`src/rtl/ex_stage_pkg.sv`:
```
// Shared types for the execute stage: ALU op encodings, FSM states and default widths.
package ex_pkg;

  localparam int DEF_DATA_W = 16;
  localparam int DEF_REG_W  = 4;

  typedef enum logic [1:0] {
    EX_ADD = 2'b00,
    EX_SUB = 2'b01,
    EX_ORI = 2'b10,
    EX_MUL = 2'b11
  } ex_op_e;

  typedef enum logic {
    S_IDLE = 1'b0,
    S_MUL  = 1'b1
  } ex_state_e;

endpackage

```
`src/rtl/ex_stage_if.sv`:
```
// ID/EX -> EX/MEM bundle seen by the execute stage; master is the pipeline side, slave is ex_stage.
interface ex_stage_if import ex_pkg::*; #(
  parameter int DATA_W = DEF_DATA_W,
  parameter int REG_W  = DEF_REG_W
) ();

  logic              in_valid;
  logic [DATA_W-1:0] in_op1;
  logic [DATA_W-1:0] in_op2;
  logic [DATA_W-1:0] in_zext_imd;
  logic [DATA_W-1:0] in_sext_imd;
  logic [REG_W-1:0]  in_src_reg;
  logic [REG_W-1:0]  in_dst_reg;
  logic              in_wb;
  logic              in_mem;
  logic [1:0]        in_ex;
  logic              flush;
  logic              stall;
  logic              out_valid;
  logic [DATA_W-1:0] out_result;
  logic [DATA_W-1:0] out_result_hi;
  logic [DATA_W-1:0] out_store_data;
  logic [REG_W-1:0]  out_src_reg;
  logic [REG_W-1:0]  out_dst_reg;
  logic              out_wb;
  logic              out_mem;

  modport master (
    output in_valid, in_op1, in_op2, in_zext_imd, in_sext_imd, in_src_reg, in_dst_reg,
           in_wb, in_mem, in_ex, flush,
    input  stall, out_valid, out_result, out_result_hi, out_store_data, out_src_reg,
           out_dst_reg, out_wb, out_mem
  );

  modport slave (
    input  in_valid, in_op1, in_op2, in_zext_imd, in_sext_imd, in_src_reg, in_dst_reg,
           in_wb, in_mem, in_ex, flush,
    output stall, out_valid, out_result, out_result_hi, out_store_data, out_src_reg,
           out_dst_reg, out_wb, out_mem
  );

endinterface

```
`src/rtl/ex_stage_mul_iter.sv`:
```
// Iterative shift-add multiplier: one partial product per cycle, DATA_W cycles per product.
module mul_iter import ex_pkg::*; #(
  parameter int DATA_W = DEF_DATA_W
) (
  input  logic                clk,
  input  logic                rst,
  input  logic                start_i,
  input  logic                kill_i,
  input  logic [DATA_W-1:0]   a_i,
  input  logic [DATA_W-1:0]   b_i,
  output logic                busy_o,
  output logic                done_o,
  output logic [2*DATA_W-1:0] product_o
);

  localparam int CNT_W = (DATA_W > 1) ? $clog2(DATA_W) : 1;

  logic                busy_q;
  logic [CNT_W-1:0]    cnt_q;
  logic [2*DATA_W-1:0] mcand_q;
  logic [DATA_W-1:0]   mplier_q;
  logic [2*DATA_W-1:0] acc_q;
  logic [2*DATA_W-1:0] accSum;

  // The final step's sum is exposed combinationally so the caller can register it on the same edge.
  always_comb begin
    accSum = acc_q + (mplier_q[0] ? mcand_q : '0);
  end

  assign busy_o    = busy_q;
  assign done_o    = busy_q && (cnt_q == CNT_W'(DATA_W - 1));
  assign product_o = accSum;

  always_ff @(posedge clk) begin
    if (rst) begin
      busy_q   <= 1'b0;
      cnt_q    <= '0;
      mcand_q  <= '0;
      mplier_q <= '0;
      acc_q    <= '0;
    end else if (kill_i) begin
      busy_q <= 1'b0;
      cnt_q  <= '0;
      acc_q  <= '0;
    end else if (start_i) begin
      busy_q   <= 1'b1;
      cnt_q    <= '0;
      mcand_q  <= {{DATA_W{1'b0}}, a_i};
      mplier_q <= b_i;
      acc_q    <= '0;
    end else if (busy_q) begin
      acc_q    <= accSum;
      mcand_q  <= mcand_q << 1;
      mplier_q <= mplier_q >> 1;
      cnt_q    <= done_o ? '0 : cnt_q + 1'b1;
      busy_q   <= !done_o;
    end
  end

endmodule

```
`src/rtl/ex_stage.sv`:
```
// Execute stage: single-cycle add/sub/ori/address generation, iterative multiply with upstream stall.
module ex_stage import ex_pkg::*; #(
  parameter int DATA_W = DEF_DATA_W,
  parameter int REG_W  = DEF_REG_W
) (
  input  logic       clk,
  input  logic       rst,
  ex_stage_if.slave  bus
);

  ex_state_e state_q, state_d;

  logic              outValid_q, outValid_d;
  logic [DATA_W-1:0] outResult_q, outResult_d;
  logic [DATA_W-1:0] outResultHi_q, outResultHi_d;
  logic [DATA_W-1:0] outStore_q, outStore_d;
  logic [REG_W-1:0]  outSrc_q, outSrc_d;
  logic [REG_W-1:0]  outDst_q, outDst_d;
  logic              outWb_q, outWb_d;
  logic              outMem_q, outMem_d;

  logic [DATA_W-1:0] pendStore_q, pendStore_d;
  logic [REG_W-1:0]  pendSrc_q, pendSrc_d;
  logic [REG_W-1:0]  pendDst_q, pendDst_d;
  logic              pendWb_q, pendWb_d;
  logic              pendMem_q, pendMem_d;

  logic                mulStart;
  logic                mulBusy;
  logic                mulDone;
  logic [2*DATA_W-1:0] mulProduct;
  logic                accept;
  ex_op_e              op;

  mul_iter #(.DATA_W(DATA_W)) u_mul (
    .clk       (clk),
    .rst       (rst),
    .start_i   (mulStart),
    .kill_i    (bus.flush),
    .a_i       (bus.in_op1),
    .b_i       (bus.in_op2),
    .busy_o    (mulBusy),
    .done_o    (mulDone),
    .product_o (mulProduct)
  );

  assign op     = ex_op_e'(bus.in_ex);
  assign accept = (state_q == S_IDLE) && bus.in_valid && !bus.flush;

  // Outputs hold by default; out_valid pulses only on an accept or a multiply completion.
  always_comb begin
    state_d       = state_q;
    outValid_d    = 1'b0;
    outResult_d   = outResult_q;
    outResultHi_d = outResultHi_q;
    outStore_d    = outStore_q;
    outSrc_d      = outSrc_q;
    outDst_d      = outDst_q;
    outWb_d       = outWb_q;
    outMem_d      = outMem_q;
    pendStore_d   = pendStore_q;
    pendSrc_d     = pendSrc_q;
    pendDst_d     = pendDst_q;
    pendWb_d      = pendWb_q;
    pendMem_d     = pendMem_q;
    mulStart      = 1'b0;

    case (state_q)
      S_IDLE: begin
        if (accept) begin
          if (!bus.in_mem && op == EX_MUL) begin
            mulStart    = 1'b1;
            state_d     = S_MUL;
            pendStore_d = bus.in_op2;
            pendSrc_d   = bus.in_src_reg;
            pendDst_d   = bus.in_dst_reg;
            pendWb_d    = bus.in_wb;
            pendMem_d   = bus.in_mem;
          end else begin
            outValid_d    = 1'b1;
            outResultHi_d = '0;
            outStore_d    = bus.in_op2;
            outSrc_d      = bus.in_src_reg;
            outDst_d      = bus.in_dst_reg;
            outWb_d       = bus.in_wb;
            outMem_d      = bus.in_mem;
            if (bus.in_mem) begin
              outResult_d = bus.in_op1 + bus.in_sext_imd;
            end else begin
              case (op)
                EX_ADD:  outResult_d = bus.in_op1 + bus.in_op2;
                EX_SUB:  outResult_d = bus.in_op1 - bus.in_op2;
                EX_ORI:  outResult_d = bus.in_op1 | bus.in_zext_imd;
                default: outResult_d = '0;
              endcase
            end
          end
        end
      end
      S_MUL: begin
        // Falling out of MUL without a done is a recovery path only; normal exits are flush or done.
        if (bus.flush) begin
          state_d = S_IDLE;
        end else if (mulDone) begin
          state_d       = S_IDLE;
          outValid_d    = 1'b1;
          outResult_d   = mulProduct[DATA_W-1:0];
          outResultHi_d = mulProduct[2*DATA_W-1:DATA_W];
          outStore_d    = pendStore_q;
          outSrc_d      = pendSrc_q;
          outDst_d      = pendDst_q;
          outWb_d       = pendWb_q;
          outMem_d      = pendMem_q;
        end else if (!mulBusy) begin
          state_d = S_IDLE;
        end
      end
      default: state_d = S_IDLE;
    endcase
  end

  always_ff @(posedge clk) begin
    if (rst) begin
      state_q       <= S_IDLE;
      outValid_q    <= 1'b0;
      outResult_q   <= '0;
      outResultHi_q <= '0;
      outStore_q    <= '0;
      outSrc_q      <= '0;
      outDst_q      <= '0;
      outWb_q       <= 1'b0;
      outMem_q      <= 1'b0;
      pendStore_q   <= '0;
      pendSrc_q     <= '0;
      pendDst_q     <= '0;
      pendWb_q      <= 1'b0;
      pendMem_q     <= 1'b0;
    end else begin
      state_q       <= state_d;
      outValid_q    <= outValid_d;
      outResult_q   <= outResult_d;
      outResultHi_q <= outResultHi_d;
      outStore_q    <= outStore_d;
      outSrc_q      <= outSrc_d;
      outDst_q      <= outDst_d;
      outWb_q       <= outWb_d;
      outMem_q      <= outMem_d;
      pendStore_q   <= pendStore_d;
      pendSrc_q     <= pendSrc_d;
      pendDst_q     <= pendDst_d;
      pendWb_q      <= pendWb_d;
      pendMem_q     <= pendMem_d;
    end
  end

  assign bus.stall          = (state_q == S_MUL);
  assign bus.out_valid      = outValid_q;
  assign bus.out_result     = outResult_q;
  assign bus.out_result_hi  = outResultHi_q;
  assign bus.out_store_data = outStore_q;
  assign bus.out_src_reg    = outSrc_q;
  assign bus.out_dst_reg    = outDst_q;
  assign bus.out_wb         = outWb_q;
  assign bus.out_mem        = outMem_q;

endmodule
```
`src/flat_wrapper.sv`:
```
// flat-port wrapper written by rule: the top's interface ports become plain ports
module ex_stage_flat import ex_pkg::*;
#(
  parameter int DATA_W = DEF_DATA_W,
  parameter int REG_W  = DEF_REG_W
)
  (clk, rst, bus_in_valid, bus_in_op1, bus_in_op2, bus_in_zext_imd, bus_in_sext_imd, bus_in_src_reg, bus_in_dst_reg, bus_in_wb, bus_in_mem, bus_in_ex, bus_flush, bus_stall, bus_out_valid, bus_out_result, bus_out_result_hi, bus_out_store_data, bus_out_src_reg, bus_out_dst_reg, bus_out_wb, bus_out_mem);
  ex_stage_if #(.DATA_W(DATA_W), .REG_W(REG_W)) bus_i ();
  input  logic clk;
  input  logic rst;
  input wire logic [$bits(bus_i.in_valid)-1:0] bus_in_valid;
  input wire logic [$bits(bus_i.in_op1)-1:0] bus_in_op1;
  input wire logic [$bits(bus_i.in_op2)-1:0] bus_in_op2;
  input wire logic [$bits(bus_i.in_zext_imd)-1:0] bus_in_zext_imd;
  input wire logic [$bits(bus_i.in_sext_imd)-1:0] bus_in_sext_imd;
  input wire logic [$bits(bus_i.in_src_reg)-1:0] bus_in_src_reg;
  input wire logic [$bits(bus_i.in_dst_reg)-1:0] bus_in_dst_reg;
  input wire logic [$bits(bus_i.in_wb)-1:0] bus_in_wb;
  input wire logic [$bits(bus_i.in_mem)-1:0] bus_in_mem;
  input wire logic [$bits(bus_i.in_ex)-1:0] bus_in_ex;
  input wire logic [$bits(bus_i.flush)-1:0] bus_flush;
  output wire logic [$bits(bus_i.stall)-1:0] bus_stall;
  output wire logic [$bits(bus_i.out_valid)-1:0] bus_out_valid;
  output wire logic [$bits(bus_i.out_result)-1:0] bus_out_result;
  output wire logic [$bits(bus_i.out_result_hi)-1:0] bus_out_result_hi;
  output wire logic [$bits(bus_i.out_store_data)-1:0] bus_out_store_data;
  output wire logic [$bits(bus_i.out_src_reg)-1:0] bus_out_src_reg;
  output wire logic [$bits(bus_i.out_dst_reg)-1:0] bus_out_dst_reg;
  output wire logic [$bits(bus_i.out_wb)-1:0] bus_out_wb;
  output wire logic [$bits(bus_i.out_mem)-1:0] bus_out_mem;
  assign bus_i.in_valid = bus_in_valid;
  assign bus_i.in_op1 = bus_in_op1;
  assign bus_i.in_op2 = bus_in_op2;
  assign bus_i.in_zext_imd = bus_in_zext_imd;
  assign bus_i.in_sext_imd = bus_in_sext_imd;
  assign bus_i.in_src_reg = bus_in_src_reg;
  assign bus_i.in_dst_reg = bus_in_dst_reg;
  assign bus_i.in_wb = bus_in_wb;
  assign bus_i.in_mem = bus_in_mem;
  assign bus_i.in_ex = bus_in_ex;
  assign bus_i.flush = bus_flush;
  assign bus_stall = bus_i.stall;
  assign bus_out_valid = bus_i.out_valid;
  assign bus_out_result = bus_i.out_result;
  assign bus_out_result_hi = bus_i.out_result_hi;
  assign bus_out_store_data = bus_i.out_store_data;
  assign bus_out_src_reg = bus_i.out_src_reg;
  assign bus_out_dst_reg = bus_i.out_dst_reg;
  assign bus_out_wb = bus_i.out_wb;
  assign bus_out_mem = bus_i.out_mem;
  ex_stage #(.DATA_W(DATA_W), .REG_W(REG_W)) u_core (.clk(clk), .rst(rst), .bus(bus_i));
endmodule
```
`config.mk`:
```
export PLATFORM = sky130hd
export DESIGN_NAME = ex_stage_flat
export DESIGN_NICKNAME = d
export VERILOG_FILES = /design/src/rtl/ex_stage_pkg.sv /design/src/rtl/ex_stage_if.sv /design/src/rtl/ex_stage_mul_iter.sv /design/src/rtl/ex_stage.sv /design/src/flat_wrapper.sv
export SDC_FILE = /design/constraint.sdc
export NUM_CORES = 1
export LEC_CHECK = 0
export ABC_AREA = 1
export BUFFER_PORTS_ARGS = -buffer_cell sky130_fd_sc_hd__buf_2
export CORE_AREA = 4 4 162 164
export CTS_CLUSTER_DIAMETER = 120
export DETAILED_ROUTE_END_ITERATION = 8
export DIE_AREA = 0 0 166 168
export SETUP_SLACK_MARGIN = 0.15
export SYNTH_ARGS = -nofsm -noshare
export SYNTH_HDL_FRONTEND = slang
export SYNTH_SLANG_ARGS = --single-unit
```
`constraint.sdc`:
```
create_clock -name clk -period 5.4 [get_ports clk]
set_input_delay 1.08 -clock clk [delete_from_list [all_inputs] [get_ports clk]]
set_output_delay 1.08 -clock clk [all_outputs]
set_load 0.005 [all_outputs]
```
==> results of run 1 <==
-- cell usage after synthesis, drive strengths merged, types with 7 or more instances --
cell	n	area, µm²
xor2	19	166.4
xnor2	14	122.6
a21oi	159	799.5
nand2	477	1790
inv	176	660.6
o211ai	9	67.56
nor2	163	611.8
ha	63	788.3
nor3	16	80.08
a31oi	62	387.9
o21ai	165	825.8
nand3	99	495.5
nand4	7	43.79
a21o	11	82.58
or2	7	43.79
buf	14	71.31
clkbuf	59	221.5
o21bai	7	52.55
dfxtp	171	3423
-- layer usage --
layer  share of wire (%)  vias to the layer above  wire, µm  GRT usage (%)
li1                    -                     5898         -              -
met3                 5.6                       65      2173          4.179
met4                 2.5                        2       988          8.393
met5               0.033                        -        13              0
met2                  46                      350     18030          45.38
met1                  46                     5444     17760          36.83
-- through the flow --
stage | util (%) | cell area [µm²] | setup slack [ps] | instances | total power, µW
global route | 50.34 | 12530 | 1348 | 2163 | 3239
global placement | 47.77 | 11890 | 1305 | 2131 | 1826
detailed placement | 47.77 | 11890 | 1265 | 2131 | 1825
finish | 50.34 | 12530 | 1654 | 2163 | 3100
floorplan | - | 10960 | 1882 | 1722 | 1634
CTS | 50.34 | 12530 | 1715 | 2163 | 3126
-- area by class of cell --
cell class              count  area, µm²  area share [%]
inverters                 178      668.1           5.332
clock buffers              17      425.4           3.395
clock inverters            15      214.0           1.707
repair buffers            152      793.3           6.330
well taps                 330      412.9           3.295
multi-input cells        1300       6593           52.61
flip-flops and latches    171       3425           27.33
-- power by group through the flow --
stage / registers [µW] / clock network [µW] / logic, µW
final: 1310 / 1300 / 494
after global routing: 1310 / 1380 / 552
after CTS: 1310 / 1330 / 491
after detailed placement: 1340 / 0 / 489
after global placement: 1340 / 0 / 490
after floorplan: 1330 / 0 / 301
-- kinds of logic after synthesis --
logic type / Yosys count
AO/OA/AOI/OAI: 422
XOR/XNOR: 33
buffers and inverters: 251
AND/OR/NAND/NOR: 779
adder cells (fa/ha/maj): 66
flip-flops: 171
-- worst max-delay path, cell delays in order --
cell and delay (ps):
sky130_fd_sc_hd__buf_2 150, sky130_fd_sc_hd__nor2_1 400, sky130_fd_sc_hd__clkinv_1 370, sky130_fd_sc_hd__nand2_1 190
sky130_fd_sc_hd__o21ai_0 110, sky130_fd_sc_hd__xor2_1 180, sky130_fd_sc_hd__ha_1 340, sky130_fd_sc_hd__nand2_1 120
sky130_fd_sc_hd__inv_1 50, sky130_fd_sc_hd__a21oi_1 260, sky130_fd_sc_hd__nand2_1 140, sky130_fd_sc_hd__or2_2 280
sky130_fd_sc_hd__nand3_1 60, sky130_fd_sc_hd__a21oi_1 70, sky130_fd_sc_hd__o21ai_0 160, sky130_fd_sc_hd__a21oi_1 80
-- worst max path at each step --
| stage | start | to | slack [ps] | cells after the start |
|---|---|---|---|---|
| after floorplan | bus_in_ex[0] | u_core.bus.out_result[7]$_SDFFE_PP0P_ | 1880 | 16 |
| after global placement | bus_in_ex[1] | u_core.bus.out_result[7]$_SDFFE_PP0P_ | 1300 | 16 |
| after detailed placement | bus_in_ex[1] | u_core.bus.out_result[7]$_SDFFE_PP0P_ | 1260 | 16 |
| after CTS | bus_in_ex[1] | u_core.bus.out_result[7]$_SDFFE_PP0P_ | 1710 | 16 |
| after global routing | bus_in_op2[0] | u_core.bus.out_result[15]$_SDFFE_PP0P_ | 1350 | 23 |
| final | bus_in_ex[1] | u_core.bus.out_result[7]$_SDFFE_PP0P_ | 1650 | 16 |
==> out/metrics.cfg, run 1 <==
[global_route]
groute.usage.overall_pct=27.32
gr-total-overflow=0
grt_max_degree=77
grt_first_pass_wirelength_um=61070
antenna_found_initial=1
via_count_of_the_first_global_routing_pass=11050

[pwr]
clock_power_share_pct=41.9
swShare_pct=32.20
cellPowerDensity_nw_per_um2=247.4
share_comb_of_total_power_pct=16.0
total_switching_power_uw=998.1
total_leakage_power_uw=0.006068
p_int_uw=2102
power.sequential.fraction_pct=42.2
vdd_ir_drop_max_v=0.0002488

[setup_path]
critPathCaptureType=flop
criticalPathCategory=in2reg
timing.reg2reg.worst_path_depth=14
regToRegStartpoint=u_core.u_mul.mplier_q[0]$_SDFFE_PP0P_
setup_slack_of_the_most_critical_reg_to_reg_path_ps=2160
critPathArrivalTime_ps=4070
cp.required_ps=5730
reg2reg_to=u_core.bus.out_result_hi[6]$_SDFFE_PP0P_
crit_path_max_fanout=10
worst_setup_path_start_kind=input port

[worst_hold_path]
worstHoldStart=u_core.pendMem_q$_SDFFE_PP0P_
holdCritPathClass=reg2reg
min_path_cells=2
hold_end=u_core.pendMem_q$_SDFFE_PP0P_

[logic_synthesis]
synth.lib_cells_used.distinct=35
synth-adder-area-share_pct=7.741
synth_edf_count=0
sequential_element_share_of_the_synthesized_area_pct=31.24
net_count_of_the_mapped_netlist=1868
total_of_warnings_raised_by_yosys=0
synth-simple-area-share_pct=28.74
synth_top_family_by_area=simple AND/OR/NAND/NOR gates
synth_async_sr_flop_share_pct=0
synthXorXnorAreaFrac_pct=2.638
postSynthAreaPerCell_um2=6.364
ys_seq_elements=171
gate_count_after_technology_mapping=1722
synth_flop_cell=sky130_fd_sc_hd__dfxtp_1
synth_compound_area_share_pct=20.87
yosys-mux-area-fraction_pct=0
syn-cell-area_um2=10960

[clock_network]
root_buffer=sky130_fd_sc_hd__clkbuf_16
cts.reportedPaths.clkPinSlew_ps=80
cts_sinks=171
cts.path.max_buffers=2
cts_buffers=17
cts-hold-fix-buffers=0
ctsResizeCount=0
clkLatencyLatePin_ps=450
cts_tree=yes
post_cts_setup_buffers=0
clock_tree.htree_level_count=4

[sta]
whs_ps=448.7
tns_ps=0
maxSlewViolCount=0
final.period_utilization_pct=69.37
rsz0062_at_grt=false
worst_clock_skew_ps=16.43
tightest_slew_ps=977.7
max_freq_mhz=266.9
layout_min_cycle_time_ps=3746
final-hold-violation-count=0
final-setup-viol-count=0
timing.max_slew.rel_slack_pct=34.75

[placement]
place_congestion=0.9368
buffer_ports.inserted=139
detailedPlacementHpwl_um=28760

[floorplanning]
chipHeight_um=168
io-pin-count=140
starting_density_of_the_core_pct=44.02
floorplan.rows=58
design.die.area_um2=27890
die_x_um=166
placeable_core_region_um2=24890

[cells_and_area]
layout.cells.most_common=sky130_fd_sc_hd__nand2_1
layout_top_registers=u_core.u_mul.acc_q x32, u_core.u_mul.mcand_q x32
layout.cells.most_common_list=sky130_fd_sc_hd__nand2_1, sky130_fd_sc_hd__inv_1, sky130_fd_sc_hd__dfxtp_1
antenna_cells_inserted=0
finalNetCount=1966
drive_gt1_share_pct=10.91
fill_cells=2631
syn2layout_area_growth_pct=14.35

[detailed_routing]
drt_drc_violations_left=0
avg_wl_per_cell_um=18.01
detail_route.first_pass.iterations=6
routed_via_density=5.436
route.final.wire_length_um=38960
drt.antenna.violating_nets=0
drt_first_iter_violations=876
detailroute.via_count=11759

[flow_run]
timing.max_cap.violations=0

[status]
status=complete, no violations

No activity file was read; power rests on OpenSTA's default activity.
==> run 2: changes to the inputs <==
- ABC_AREA: 1 -> 0
- CORE_AREA: 4 4 162 164 -> 4 4 158 160
- DIE_AREA: 0 0 166 168 -> 0 0 162 164
- clock period: 5.4 -> 3.5 ns (I/O delays scaled with it)
==> out/metrics.cfg, run 2 <==
[status]
status=complete, no violations

[setup_path]
regToRegStartpoint=u_core.u_mul.mcand_q[0]$_SDFFE_PP0P_
criticalPathCategory=reg2reg
reg2reg_to=u_core.bus.out_result_hi[12]$_SDFFE_PP0P_
setup.worst_path.start=u_core.u_mul.mcand_q[0]$_SDFFE_PP0P_
worst_setup_path_start_kind=flop
termination_of_the_worst_setup_path=u_core.bus.out_result_hi[12]$_SDFFE_PP0P_
critPathArrivalTime_ps=3530  ; -540 ps
setup_slack_of_the_most_critical_reg_to_reg_path_ps=280  ; -1880 ps
timing.reg2reg.worst_path_depth=12  ; -2
critPathCaptureType=flop
crit_path_max_fanout=4  ; -6
cp.required_ps=3820  ; -1910 ps

[cells_and_area]
postLayoutCoreUtil_pct=53.06  ; +2.7 points
fin_area_um2=12420  ; -0.91%
syn2layout_area_growth_pct=17.96
layout.cells.most_common=sky130_fd_sc_hd__nand2_1
layout.cells.most_common_list=sky130_fd_sc_hd__nand2_1, sky130_fd_sc_hd__dfxtp_1, sky130_fd_sc_hd__nor2_1
layout_top_registers=u_core.u_mul.acc_q x32, u_core.u_mul.mcand_q x32
antenna_cells_inserted=0  ; unchanged
drive_gt1_share_pct=18.03  ; +7.1 points
finalNetCount=1614  ; -18%

[clock_network]
root_buffer=sky130_fd_sc_hd__clkbuf_16
cts_buffers=17  ; unchanged
cts.reportedPaths.clkPinSlew_ps=70  ; about the same
clkLatencyLatePin_ps=430  ; -20 ps
ctsResizeCount=0  ; unchanged
post_cts_setup_buffers=0  ; unchanged
cts_sinks=171  ; unchanged
clock_tree.htree_level_count=4  ; unchanged
cts_tree=yes
cts.path.max_buffers=2  ; unchanged
cts-hold-fix-buffers=0  ; unchanged

[floorplanning]
starting_density_of_the_core_pct=44.98  ; +0.96 points
placeable_core_region_um2=23400  ; -6.0%
floorplan.rows=56  ; -3.4%
io-pin-count=140  ; unchanged
chipHeight_um=164  ; -2.4%
die_x_um=162  ; -2.4%
design.die.area_um2=26570  ; -4.7%

[global_route]
antenna_found_initial=3  ; +2
groute.usage.overall_pct=22.75  ; -4.6 points
grt_first_pass_wirelength_um=48980  ; -20%
via_count_of_the_first_global_routing_pass=9639  ; -13%
gr-total-overflow=0  ; unchanged
grt_max_degree=77  ; unchanged

[sta]
final_critical_path_setup_slack_ps=282.5  ; -1371 ps
layout_min_cycle_time_ps=3218
tns_ps=0  ; unchanged
max_freq_mhz=310.8
worst_clock_skew_ps=12.88  ; -3.556 ps
final-setup-viol-count=0  ; unchanged
final.period_utilization_pct=91.93
timing.max_slew.rel_slack_pct=32.02  ; -2.7 points
final-hold-violation-count=0  ; unchanged
rsz0062_at_grt=true
tightest_slew_ps=1016  ; +38.25 ps
maxSlewViolCount=0  ; unchanged

[logic_synthesis]
synth_edf_count=0  ; unchanged
net_count_of_the_mapped_netlist=1477  ; -21%
post_synth_most_frequent_cells=sky130_fd_sc_hd__nand2_1, sky130_fd_sc_hd__dfxtp_1, sky130_fd_sc_hd__nor2_1
yosysTopAreaCell=sky130_fd_sc_hd__dfxtp_1
yosysTopAreaCellShare_pct=32.52  ; +1.3 points
sequential_element_share_of_the_synthesized_area_pct=32.52  ; +1.3 points
postSynthAreaPerCell_um2=7.909  ; +24%
synth.most_common_cell=sky130_fd_sc_hd__nand2_1
synth.lib_cells_used.distinct=72  ; +110%
synth_flop_cell=sky130_fd_sc_hd__dfxtp_1
total_of_warnings_raised_by_yosys=0  ; unchanged
gate_count_after_technology_mapping=1331  ; -23%
ys_seq_elements=171  ; unchanged
ys_top_cells_by_area=sky130_fd_sc_hd__dfxtp_1, sky130_fd_sc_hd__ha_1, sky130_fd_sc_hd__nand2_1
synth_async_sr_flop_share_pct=0  ; unchanged
syn-cell-area_um2=10530  ; -3.9%

[placement]
buffer_ports.inserted=139  ; unchanged
dp_worst_setup_slack_ps=-149.0  ; -1413 ps
detailedPlacementHpwl_um=23530  ; -18%
place_congestion=0.9068  ; -3.2%
placement_cell_area_um2=11760  ; -1.1%

[detailed_routing]
routed_via_density=5.607  ; +3.1%
detail_route.first_pass.iterations=5  ; -1
route.final.wire_length_um=30850  ; -21%
drt.antenna.violating_nets=0  ; unchanged
drt_drc_violations_left=0  ; unchanged
detailroute.via_count=10092  ; -14%
avg_wl_per_cell_um=17.14  ; -4.8%
drt_first_iter_violations=602  ; -31%

[pwr]
cellPowerDensity_nw_per_um2=381.7  ; +54%
total_leakage_power_uw=0.005026  ; -17%
overall_power_of_the_completed_layout_uw=4740  ; +53%
vdd_ir_drop_max_v=0.0002739  ; +10%

[flow_run]
timing.max_cap.violations=0  ; unchanged

[worst_hold_path]
holdCritPathClass=reg2reg

## run 2: cell types whose count changed after synthesis, sizes merged, moves of 38 or more
cell    delta
a21oi     -46
nand3     -70
nand2    -285
inv      -146
a31oi     -58
and2      +38
a211oi    +43
mux2i     +41
o21ai    -105
## run 2: critical path, stage by stage, from the launching register on
cell and delay (ps):
sky130_fd_sc_hd__dfxtp_1 370, sky130_fd_sc_hd__and2_1 150, sky130_fd_sc_hd__ha_1 210, sky130_fd_sc_hd__inv_1 70
sky130_fd_sc_hd__fa_1 460, sky130_fd_sc_hd__nor2b_4 140, sky130_fd_sc_hd__o31a_1 230, sky130_fd_sc_hd__o311ai_2 160
sky130_fd_sc_hd__a211oi_2 330, sky130_fd_sc_hd__o21ai_0 250, sky130_fd_sc_hd__a211oi_2 360, sky130_fd_sc_hd__mux2i_1 300
sky130_fd_sc_hd__nand2_1 70
## run 2: area by class of cell
type / instances / area (µm²)
timing repair buffer: 196 / 1151
inverter: 30 / 112.6
sequential: 171 / 3425
clock buffer: 17 / 425.4
multi-input combinational: 1052 / 6705
fill: 2297 / 10990
clock inverter: 15 / 198.9
tap: 319 / 399.1
## run 2: cells by family after synthesis
family	share of synthesized area, %
AO/OA/AOI/OAI	24.97
XOR/XNOR	4.410
adder cells (fa/ha/maj)	8.059
buffers and inverters	4.327
flip-flops	32.52
multiplexers	4.327
AND/OR/NAND/NOR	21.38
## run 2: metrics by stage
step / instances / hold slack (ps)
2_1_floorplan: 1331 / 429.1
4_1_cts: 1800 / 452.1
6_report: 1800 / 447.9
3_5_place_dp: 1768 / 434.3
3_3_place_gp: 1768 / 435.0
5_1_grt: 1800 / 466.1
## run 2: worst min-delay path by stage
stage	endpoint	slack [ps]	from	cells after the start
final	u_core.bus.out_result_hi[13]$_SDFFE_PP0P_	450	u_core.bus.out_result_hi[13]$_SDFFE_PP0P_	1
after global routing	u_core.bus.out_result[4]$_SDFFE_PP0P_	470	u_core.bus.out_result[4]$_SDFFE_PP0P_	2
after CTS	u_core.bus.out_result_hi[13]$_SDFFE_PP0P_	450	u_core.bus.out_result_hi[13]$_SDFFE_PP0P_	1
after detailed placement	u_core.bus.out_result_hi[13]$_SDFFE_PP0P_	430	u_core.bus.out_result_hi[13]$_SDFFE_PP0P_	1
after global placement	u_core.bus.out_result_hi[6]$_SDFFE_PP0P_	440	u_core.bus.out_result_hi[6]$_SDFFE_PP0P_	2
after floorplan	u_core.u_mul.acc_q[16]$_SDFFE_PP0P_	430	u_core.u_mul.acc_q[16]$_SDFFE_PP0P_	2
## run 2: per-layer routing
layer,vias to the layer above,share of wire [%],wire length [µm],global-route usage (%)
met4,6,1.4,439,5.344
met2,231,48,14670,38.24
met5,-,0.088,27,0
met3,38,4.5,1380,3.764
li1,5079,-,-,-
met1,4738,46,14340,30.80
## run 2: power breakdown
group | internal, µW | switching (µW)
Clock | 1040 | 935
Combinational | 326 | 427
Sequential | 1990 | 26.1
